**config.mk**
```make
export PLATFORM = sky130hd
export DESIGN_NAME = btb_update_arbiter
export DESIGN_NICKNAME = d
export VERILOG_FILES = /design/src/rtl/sys_defs.sv /design/src/rtl/btb_upd_merge.sv /design/src/rtl/btb_update_arbiter.sv
export SDC_FILE = /design/constraint.sdc
export NUM_CORES = 2
export LEC_CHECK = 0
export CAP_MARGIN = 30
export CORE_MARGIN = 1.5
export CORE_UTILIZATION = 44
export CTS_CLUSTER_SIZE = 30
export DETAILED_ROUTE_END_ITERATION = 10
export PLACE_DENSITY = 0.69
export SYNTH_ARGS = -nofsm -noshare
export SYNTH_HDL_FRONTEND = slang
export SYNTH_SLANG_ARGS = --single-unit
```
**constraint.sdc**
```tcl
create_clock -name clock -period 9.7 [get_ports clock]
set_input_delay 1.94 -clock clock [delete_from_list [all_inputs] [get_ports clock]]
set_output_delay 1.94 -clock clock [all_outputs]
set_load 0.01 [all_outputs]
```
**src/rtl/sys_defs.sv**
```systemverilog
// Shared types for the BTB update path: address type, queue entry packet and default sizes.
package sys_defs;

    localparam int N             = 3;
    localparam int BTB_UPD_DEPTH = 8;

    typedef logic [31:0] ADDR;

    typedef struct packed {
        logic valid;
        ADDR  branch_PC;
        ADDR  target_PC;
    } BTB_UPD_PACKET;

endpackage

```
**src/rtl/btb_upd_merge.sv**
```systemverilog
// Combinational lane merge: drops same-cycle duplicate PCs (youngest lane wins) and
// matches each surviving lane against the queued entries for in-place coalescing.
module btb_upd_merge
    import sys_defs::*;
#(
    parameter int NUM_LANES = N,
    parameter int DEPTH     = BTB_UPD_DEPTH
) (
    input  logic [NUM_LANES-1:0]       upd_valid,
    input  ADDR                        upd_branch_PC [NUM_LANES],
    input  logic [DEPTH-1:0]           entry_valid,
    input  ADDR                        entry_pc [DEPTH],
    input  logic [$clog2(DEPTH)-1:0]   head_ptr,
    input  logic                       pop,
    output logic [NUM_LANES-1:0]       coal_hit,
    output logic [$clog2(DEPTH)-1:0]   coal_idx [NUM_LANES],
    output logic [NUM_LANES-1:0]       alloc_req
);

    localparam int PTR_W = $clog2(DEPTH);

    genvar gi;
    generate
        for (gi = 0; gi < NUM_LANES; gi++) begin : g_lane
            logic             lane_survive;
            logic             lane_hit;
            logic [PTR_W-1:0] lane_idx;

            always_comb begin
                lane_survive = upd_valid[gi];
                for (int j = gi + 1; j < NUM_LANES; j++) begin
                    if (upd_valid[j] && (upd_branch_PC[j] == upd_branch_PC[gi])) begin
                        lane_survive = 1'b0;
                    end
                end
            end

            // The head being popped this cycle is leaving, so it cannot absorb an update.
            always_comb begin
                lane_hit = 1'b0;
                lane_idx = '0;
                for (int e = DEPTH - 1; e >= 0; e--) begin
                    if (entry_valid[e] && !(pop && (PTR_W'(e) == head_ptr)) &&
                        (entry_pc[e] == upd_branch_PC[gi])) begin
                        lane_hit = 1'b1;
                        lane_idx = PTR_W'(e);
                    end
                end
            end

            assign coal_hit[gi]  = lane_survive && lane_hit;
            assign alloc_req[gi] = lane_survive && !lane_hit;
            assign coal_idx[gi]  = lane_idx;
        end
    endgenerate

endmodule

```
**src/rtl/btb_update_arbiter.sv**
```systemverilog
// Funnels multi-lane resolved-branch updates through a coalescing FIFO into the BTB's
// single write port, one update per cycle, with a saturating count of dropped updates.
module btb_update_arbiter
    import sys_defs::*;
#(
    parameter int NUM_LANES  = N,
    parameter int DEPTH      = BTB_UPD_DEPTH,
    parameter int DROP_CNT_W = 16
) (
    input  logic                     clock,
    input  logic                     reset_n,
    input  logic [NUM_LANES-1:0]     upd_valid,
    input  ADDR                      upd_branch_PC [NUM_LANES],
    input  ADDR                      upd_target_PC [NUM_LANES],
    input  logic                     flush,
    input  logic                     btb_stall,
    output logic                     btb_wr_valid,
    output ADDR                      btb_wr_branch_PC,
    output ADDR                      btb_wr_target_PC,
    output logic [$clog2(DEPTH):0]   occupancy,
    output logic [DROP_CNT_W-1:0]    drop_count
);

    localparam int PTR_W = $clog2(DEPTH);
    localparam int OCC_W = PTR_W + 1;

    BTB_UPD_PACKET          queue_mem [DEPTH];
    logic [PTR_W-1:0]       head_reg;
    logic [PTR_W-1:0]       tail_reg;
    logic [OCC_W-1:0]       occ_reg;
    logic [DROP_CNT_W-1:0]  drop_reg;

    logic                   pop;
    logic [DEPTH-1:0]       entry_valid;
    ADDR                    entry_pc [DEPTH];
    logic [NUM_LANES-1:0]   coal_hit;
    logic [PTR_W-1:0]       coal_idx [NUM_LANES];
    logic [NUM_LANES-1:0]   alloc_req;

    logic [NUM_LANES-1:0]   alloc_en;
    logic [PTR_W-1:0]       alloc_slot [NUM_LANES];
    int                     free_slots;
    int                     alloc_cnt;
    int                     drop_cnt;
    logic [OCC_W-1:0]       occ_next;
    logic [DROP_CNT_W:0]    drop_sum;
    logic [DROP_CNT_W-1:0]  drop_next;

    assign btb_wr_valid     = (occ_reg != '0);
    assign btb_wr_branch_PC = btb_wr_valid ? queue_mem[head_reg].branch_PC : '0;
    assign btb_wr_target_PC = btb_wr_valid ? queue_mem[head_reg].target_PC : '0;
    assign occupancy        = occ_reg;
    assign drop_count       = drop_reg;

    assign pop = btb_wr_valid && !btb_stall;

    genvar gi;
    generate
        for (gi = 0; gi < DEPTH; gi++) begin : g_entry
            assign entry_valid[gi] = queue_mem[gi].valid;
            assign entry_pc[gi]    = queue_mem[gi].branch_PC;
        end
    endgenerate

    btb_upd_merge #(
        .NUM_LANES (NUM_LANES),
        .DEPTH     (DEPTH)
    ) u_merge (
        .upd_valid     (upd_valid),
        .upd_branch_PC (upd_branch_PC),
        .entry_valid   (entry_valid),
        .entry_pc      (entry_pc),
        .head_ptr      (head_reg),
        .pop           (pop),
        .coal_hit      (coal_hit),
        .coal_idx      (coal_idx),
        .alloc_req     (alloc_req)
    );

    // Lowest lanes take the free slots first; whatever does not fit is dropped.
    always_comb begin
        free_slots = DEPTH - int'(occ_reg) + (pop ? 1 : 0);
        alloc_cnt  = 0;
        drop_cnt   = 0;
        alloc_en   = '0;
        for (int i = 0; i < NUM_LANES; i++) begin
            alloc_slot[i] = tail_reg + PTR_W'(alloc_cnt);
            if (alloc_req[i]) begin
                if (alloc_cnt < free_slots) begin
                    alloc_en[i] = 1'b1;
                    alloc_cnt   = alloc_cnt + 1;
                end else begin
                    drop_cnt = drop_cnt + 1;
                end
            end
        end
    end

    always_comb begin
        occ_next  = OCC_W'(int'(occ_reg) - (pop ? 1 : 0) + alloc_cnt);
        drop_sum  = {1'b0, drop_reg} + (DROP_CNT_W + 1)'(drop_cnt);
        drop_next = drop_sum[DROP_CNT_W] ? '1 : drop_sum[DROP_CNT_W-1:0];
    end

    always_ff @(posedge clock or negedge reset_n) begin
        if (!reset_n) begin
            head_reg <= '0;
            tail_reg <= '0;
            occ_reg  <= '0;
            drop_reg <= '0;
            for (int e = 0; e < DEPTH; e++) begin
                queue_mem[e] <= '0;
            end
        end else if (flush) begin
            // Incoming lanes are discarded silently; the drop counter survives a flush.
            head_reg <= '0;
            tail_reg <= '0;
            occ_reg  <= '0;
            for (int e = 0; e < DEPTH; e++) begin
                queue_mem[e].valid <= 1'b0;
            end
        end else begin
            if (pop) begin
                queue_mem[head_reg].valid <= 1'b0;
                head_reg <= head_reg + PTR_W'(1);
            end
            for (int i = 0; i < NUM_LANES; i++) begin
                if (coal_hit[i]) begin
                    queue_mem[coal_idx[i]].target_PC <= upd_target_PC[i];
                end
                if (alloc_en[i]) begin
                    queue_mem[alloc_slot[i]] <= '{valid: 1'b1,
                                                  branch_PC: upd_branch_PC[i],
                                                  target_PC: upd_target_PC[i]};
                end
            end
            tail_reg <= tail_reg + PTR_W'(alloc_cnt);
            occ_reg  <= occ_next;
            drop_reg <= drop_next;
        end
    end

endmodule

```
# Word-level counts from Yosys, hierarchy flattened
# Cells that the tools add are included.
# op_classes
add_sub_neg,13
order_cmp,17
eq_ne,34
muxes,122
bitwise_logic,7
n_reduce_logical,72
# ops
operator,n
520-bit two-way mux,13
520-bit bitwise mux,7
65-bit demux with 3-bit select,7
32-bit == test,27
65-bit two-way mux,4
32-bit two-way mux,7
65-bit binary-select mux with 3-bit select,1
64-bit two-way mux,2
3-bit two-way mux,27
17-bit two-way mux,4
1-bit logical AND,57
1-bit two-way mux,46
32-bit by 2-bit adder with 32-bit output (second input constant),1
32-bit by 6-bit < comparator with 1-bit output,1
4-bit greater-or-equal comparator (second input constant),7
4-bit by 1-bit < comparator with 1-bit output (second input constant),7
3-bit inverter with 4-bit output,7
16-bit by 17-bit adder with 17-bit output,1
17-bit by 2-bit adder with 17-bit output (second input constant),1
16-bit two-way mux,1
3-bit == test (first input constant),4
1-bit logical NOT,12
4-bit two-way mux,3
3-bit adder,3
14 further kinds,15
# word_totals
register_bits,546
inputBits,199
output_inout_bits,85
word_cells,293

# Longest topological paths before layout
# logic_depth
word_depth,37
ltp_mapped,36
ltp_nobuf,33

# Cells and area by module
# From an unflattened synthesis, not the netlist that was laid out.
# hier_totals
cells_unflattened,4517
area_unflattened_um2,44076.0
# by_module_without_submodules
module,instances,cells_per_inst,area_per_inst_um2,seq_area_each_um2
btb_update_arbiter,1,3190,33661.0,13663.1
btb_upd_merge,1,1327,10415.0,0.0

# Least setup slack after synthesis
# Ideal clock, no wire load.
# synth_path
path_type,input to register
from,in btb_stall
to,reg drop_reg[5] (netlist: drop_count[5])
setup_ns,0.083
arrival_time_ns,7.937
t_required_ns,9.617
setup_slack_ns,1.680
path_stages,31
n_path_buf,5
cell_sequence,nand2b_1 buf_4 inv_1 clkbuf_1 ha_1 nand2_1 xor2_1 a21boi_0 o41ai_2 inv_1 and4_1 buf_2 ha_1 inv_1 nor2_1 ha_1 nor2_1 o31a_1 buf_1 or3_1 xnor2_1 ha_1 inv_1 fa_1 nor2b_1 o21ai_0 nor2_1 nand3_1 or3_1 clkbuf_1 o21ai_0
# synth_via
elab_chain_cells,25
word_cells_on_any_way,100
cone_classes,add/sub: 5; order compare: 3; mux: 36; reduce/logical: 56
# synth_lines
element,line,text
start: declaration,btb_update_arbiter.sv:16,"input logic btb_stall,"
1-bit logical NOT (*),btb_update_arbiter.sv:55,assign pop = btb_wr_valid && !btb_stall;
1-bit logical AND (*),btb_update_arbiter.sv:55,
branches (longest 20 deep; another with 32-bit by 2-bit adder with 32-bit output),--,
17-bit two-way mux (*),btb_update_arbiter.sv:88,if (alloc_req[i]) begin
16-bit by 17-bit adder with 17-bit output (*),btb_update_arbiter.sv:101,"drop_sum = {1'b0, drop_reg} + (DROP_CNT_W + 1)'(drop_cnt);"
16-bit two-way mux (*),btb_update_arbiter.sv:102,drop_next = drop_sum[DROP_CNT_W] ? '1 : drop_sum[DROP_CNT_W-1:0];
end signal: assignment,btb_update_arbiter.sv:139,drop_reg <= drop_next;
end: declaration,btb_update_arbiter.sv:31,logic [DROP_CNT_W-1:0] drop_reg;
# Mark *: on every way between the ends.
# A chain may end at the register's enable or synchronous reset.

# Worst setup path in the final report
# layout_path
from,in upd_branch_PC[70] in the netlist's numbering
to,reg drop_reg[5] (netlist: drop_count[5])
# layout_via
elab_chain_cells,21
word_cells_on_any_way,47
cone_classes,add/sub: 4; order compare: 2; eq/ne: 10; mux: 19; reduce/logical: 12
# layout_lines
element,line,text
start: declaration,btb_update_arbiter.sv:13,"input ADDR upd_branch_PC [NUM_LANES],"
32-bit == test,btb_upd_merge.sv:44,(entry_pc[e] == upd_branch_PC[gi])) begin
1-bit logical AND,btb_upd_merge.sv:43,if (entry_valid[e] && !(pop && (PTR_W'(e) == head_ptr)) &&
1-bit two-way mux (8 in series),btb_upd_merge.sv:43,
1-bit logical NOT,btb_upd_merge.sv:52,assign alloc_req[gi] = lane_survive && !lane_hit;
1-bit logical AND (*),btb_upd_merge.sv:52,
1-bit two-way mux,btb_update_arbiter.sv:88,
32-bit by 2-bit adder with 32-bit output (tied with other cells),btb_update_arbiter.sv:91,alloc_cnt = alloc_cnt + 1;
32-bit two-way mux / 17-bit two-way mux (equally long branches),btb_update_arbiter.sv:89,if (alloc_cnt < free_slots) begin
32-bit two-way mux / 17-bit two-way mux (equally long branches),btb_update_arbiter.sv:88,
32-bit by 6-bit < comparator with 1-bit output / 17-bit by 2-bit adder with 17-bit output (equally long branches),"btb_update_arbiter.sv:89, btb_update_arbiter.sv:93",
17-bit two-way mux,btb_update_arbiter.sv:89,
17-bit two-way mux (*),btb_update_arbiter.sv:88,
16-bit by 17-bit adder with 17-bit output (*),btb_update_arbiter.sv:101,
16-bit two-way mux (*),btb_update_arbiter.sv:102,
# Every way passes the cells marked *; elsewhere a longest branch is shown, timed or not.

==> out/results.ini <==
[outcome]
status = completed

[power]
power_density_nw_per_um2 = 297
power.internal_w = 0.00828
p_seq_share_pct = 29.0
switching_power_w = 0.00897
power_frac_comb_pct = 55.3
netSwitchingFraction_pct = 52.0
p_leak_nw = 24.5
power_frac_clock_pct = 15.7
ir_worst_vdd_mv = 0.255

[finish]
drive_gt1_share_pct = 14.0
area_growth_pct = 12.1
layout_common_cells = 611 x xor2_1, 546 x dfrtp_1, 456 x mux2i_1, 432 x nand2_1, 387 x o221ai_1
utilization_pct = 49.8
nets = 6030
fillers = 10900
final_common_cell = xor2_1

[detailed_routing]
wl_mm = 311
drtIter0Drc = 9087
via_per_inst = 7.32
antenna_left = 0
dr_total_vias = 54000
routed.top_layer = met5
firstDrtPassIters = 6
drc = 0
routed-wl-met3_mm = 36.6
wl_per_cell_um = 42.2
wl_met1_mm = 116
route.met2.wl_mm = 132

[logic_synthesis]
synth_edf_count = 0
ys_seq_area_share_pct = 26.4
synth_area_leaders = dfrtp_1 26%, xor2_1 10%, mux2i_1 8.8%
synthCells = 6044
ys.flop_type = dfrtp_1
synth_nets = 6274
avgSynthCellArea_um2 = 8.57
yosysUniqueCellTypes = 84
postSynth.asyncResetShare_pct = 100
ys_ff_latch = 546
synth_top_area_cell = dfrtp_1
synth_top_area_share_pct = 26.4
netlist_area_um2 = 51800
ys.warnings.count = 0

[setup_path]
crit_start = upd_branch_PC[70]
rr_startpoint = occupancy[1]
path_cells = clkdlybuf4s50_1 -> xor2_1 -> nor4_1 -> nand4_1 -> or4_4 -> and4b_4 -> a41oi_4 -> ha_1 -> inv_1 -> nor2_1 -> ha_1 -> nor2_1 -> o31a_1 -> or3_1 -> xnor2_1 -> ha_1 -> inv_1 -> fa_1 -> nor2b_1 -> o21ai_0 -> nor2_1 -> nand3_1 -> or3_1 -> o21ai_0
r2r_slack_ns = 2.33
cpPeakStageDelay_ns = 1.01
crit_path_end_kind = flip-flop
cp-start-kind = input port
cp_max_fo = 13
critPathBufInv = 3
worst-setup-path-type = input port to flip-flop
cp_slowest_cell = clkdlybuf4s50_1
critPathTopFamily = simple AND/OR/NAND/NOR gates
critical_path_arrival_ns = 8.99
crit_required_ns = 10.29

[clock_network]
cts.repair.resized = 0
ctsLongestPathBuffers = 3
tritoncts = built
cts.reportedPaths.clkPinSlew_ns = 0.06
cts-root-buf = clkbuf_16
cts_buffers = 68
clk_latency_ns = 0.71
ctsHoldBuffers = 0
h-tree-depth = 3
post_cts_buffers = 0
clock_sinks = 546

[global_route]
antenna_found_initial = 11
overflow = 0
first_global_vias = 50900
grt_max_degree = 202
grt_use_total_pct = 50.3
grt_pass1_wl_mm = 427

[floorplan]
io_pins = 284
fp.dieArea_um2 = 120000
fp.dieW_um = 346
start_util_pct = 44.5
coreArea_um2 = 117000
fp-row-count = 125
die-height_um = 346

[placed_design]
hpwlAfterDp_mm = 214
io_buffers = 283
gp_congestion = 1.15

[sta]
fin_skew_ns = 0.0671
setup_viol_count_final = 0
timing.fmax_ghz = 0.119
hold_viol_final = 0
period_share_pct = 86.5
finalCriticalPeriod_ns = 8.40
rsz0062_at_grt = no
slew-limit-headroom_pct = 17.3
drv_slew = 0
worstMarginPinSlew_ns = 1.24
tns_ns = 0

[run]
maxCapViolCount = 0

[worst_hold_path]
hold_class = flip-flop to flip-flop
worstHoldStart = queue_mem[262]

## cell usage after synthesis, types with 5 or more instances
cell type  number
buf_6           9
a31oi_1        67
xnor2_1       275
mux2i_1       456
nor4b_1         6
a221oi_1       65
or3_1           8
xor2_1        611
o21ai_0        95
mux2_2        293
nand2_1       435
a22o_1         64
buf_1          65
o221ai_1      387
dfrtp_1       546
o221ai_2        5
a22oi_1       160
nand2b_1       59
nor3_1         36
o21ai_2         8
buf_4          17
clkbuf_1      561
o2111ai_1     121
ha_1           27
a32oi_1        31
nor4_1        169
inv_1          32
and2_1        137
nor2_1        355
o211ai_1      123
o21ai_1        53
nor2b_1        42
mux2_1         23
nand4_1       104
a21oi_1       213
and4_1          5
buf_2         264
nand3_1        31
and3_1          8
## per-stage QoR
step / instances / power, W / area (um^2) / hold WS [ns] / setup WS [ns]
finish: 7376 / 0.0173 / 58100 / 0.529 / 1.30
floorplan: 6044 / 0.00982 / 51800 / 0.483 / 1.68
detailed placement: 7252 / 0.0141 / 55800 / 0.510 / 0.873
global placement: 7247 / 0.0139 / 55700 / 0.498 / 0.764
global route: 7373 / 0.0176 / 58100 / 0.550 / 1.06
CTS: 7371 / 0.0168 / 58000 / 0.527 / 1.53
## layer usage
metal / global-route usage, % / vias up
met1: 63.6 / 26600
met4: 33.3 / 10
met2: 76.0 / 4637
li1: - / 21500
met3: 12.2 / 1216
met5: 0 / -
## worst min-delay path, cell delays in order, from the launching register on
cell	delay [ns]
dfrtp_1	0.36
a21oi_1	0.07
o221ai_1	0.06
## area by class of cell
cell class              count  area [um^2]  share of cell area (%)
flip-flops and latches    546        13700                    23.5
repair buffers            607         5630                    9.69
multi-input cells        4541        34500                    59.3
clock buffers              99         1990                    3.42
diodes                      3         7.51                  0.0129
clock inverters            20          267                   0.459
well taps                1524         1910                    3.28
inverters                  36          145                   0.250
## power groups by stage
stage / sequential [W] / clock (W) / combinational, W
floorplan: 0.00344 / 0 / 0.00638
global placement: 0.00491 / 0 / 0.00901
detailed placement: 0.00493 / 0 / 0.00916
CTS: 0.00489 / 0.00269 / 0.00921
global route: 0.00498 / 0.00277 / 0.00988
finish: 0.00501 / 0.00270 / 0.00955
## cell families (layout without fill, tap and decap cells)
kind of cell	Yosys count	count (layout)	synth area share, %
fa+ha+maj	31	31	0.807
buf+inv	957	762	7.90
compound gates	1432	1432	20.8
other cells	0	3	0
xor+xnor	886	886	15.0
simple gates	1420	1420	13.5
mux	772	772	15.7
flops	546	546	26.4
## final timing paths
path                             endpoint  depth (start not counted)
setup / recovery            drop_count[5]                         24
max in group asynchronous  queue_mem[223]                          3
hold / removal             queue_mem[262]                          2
min in group asynchronous    entry_pc[20]                          1
hold reg to reg            queue_mem[262]                          2
setup reg to reg            drop_count[5]                         30
(Power assumes the default switching activity.)
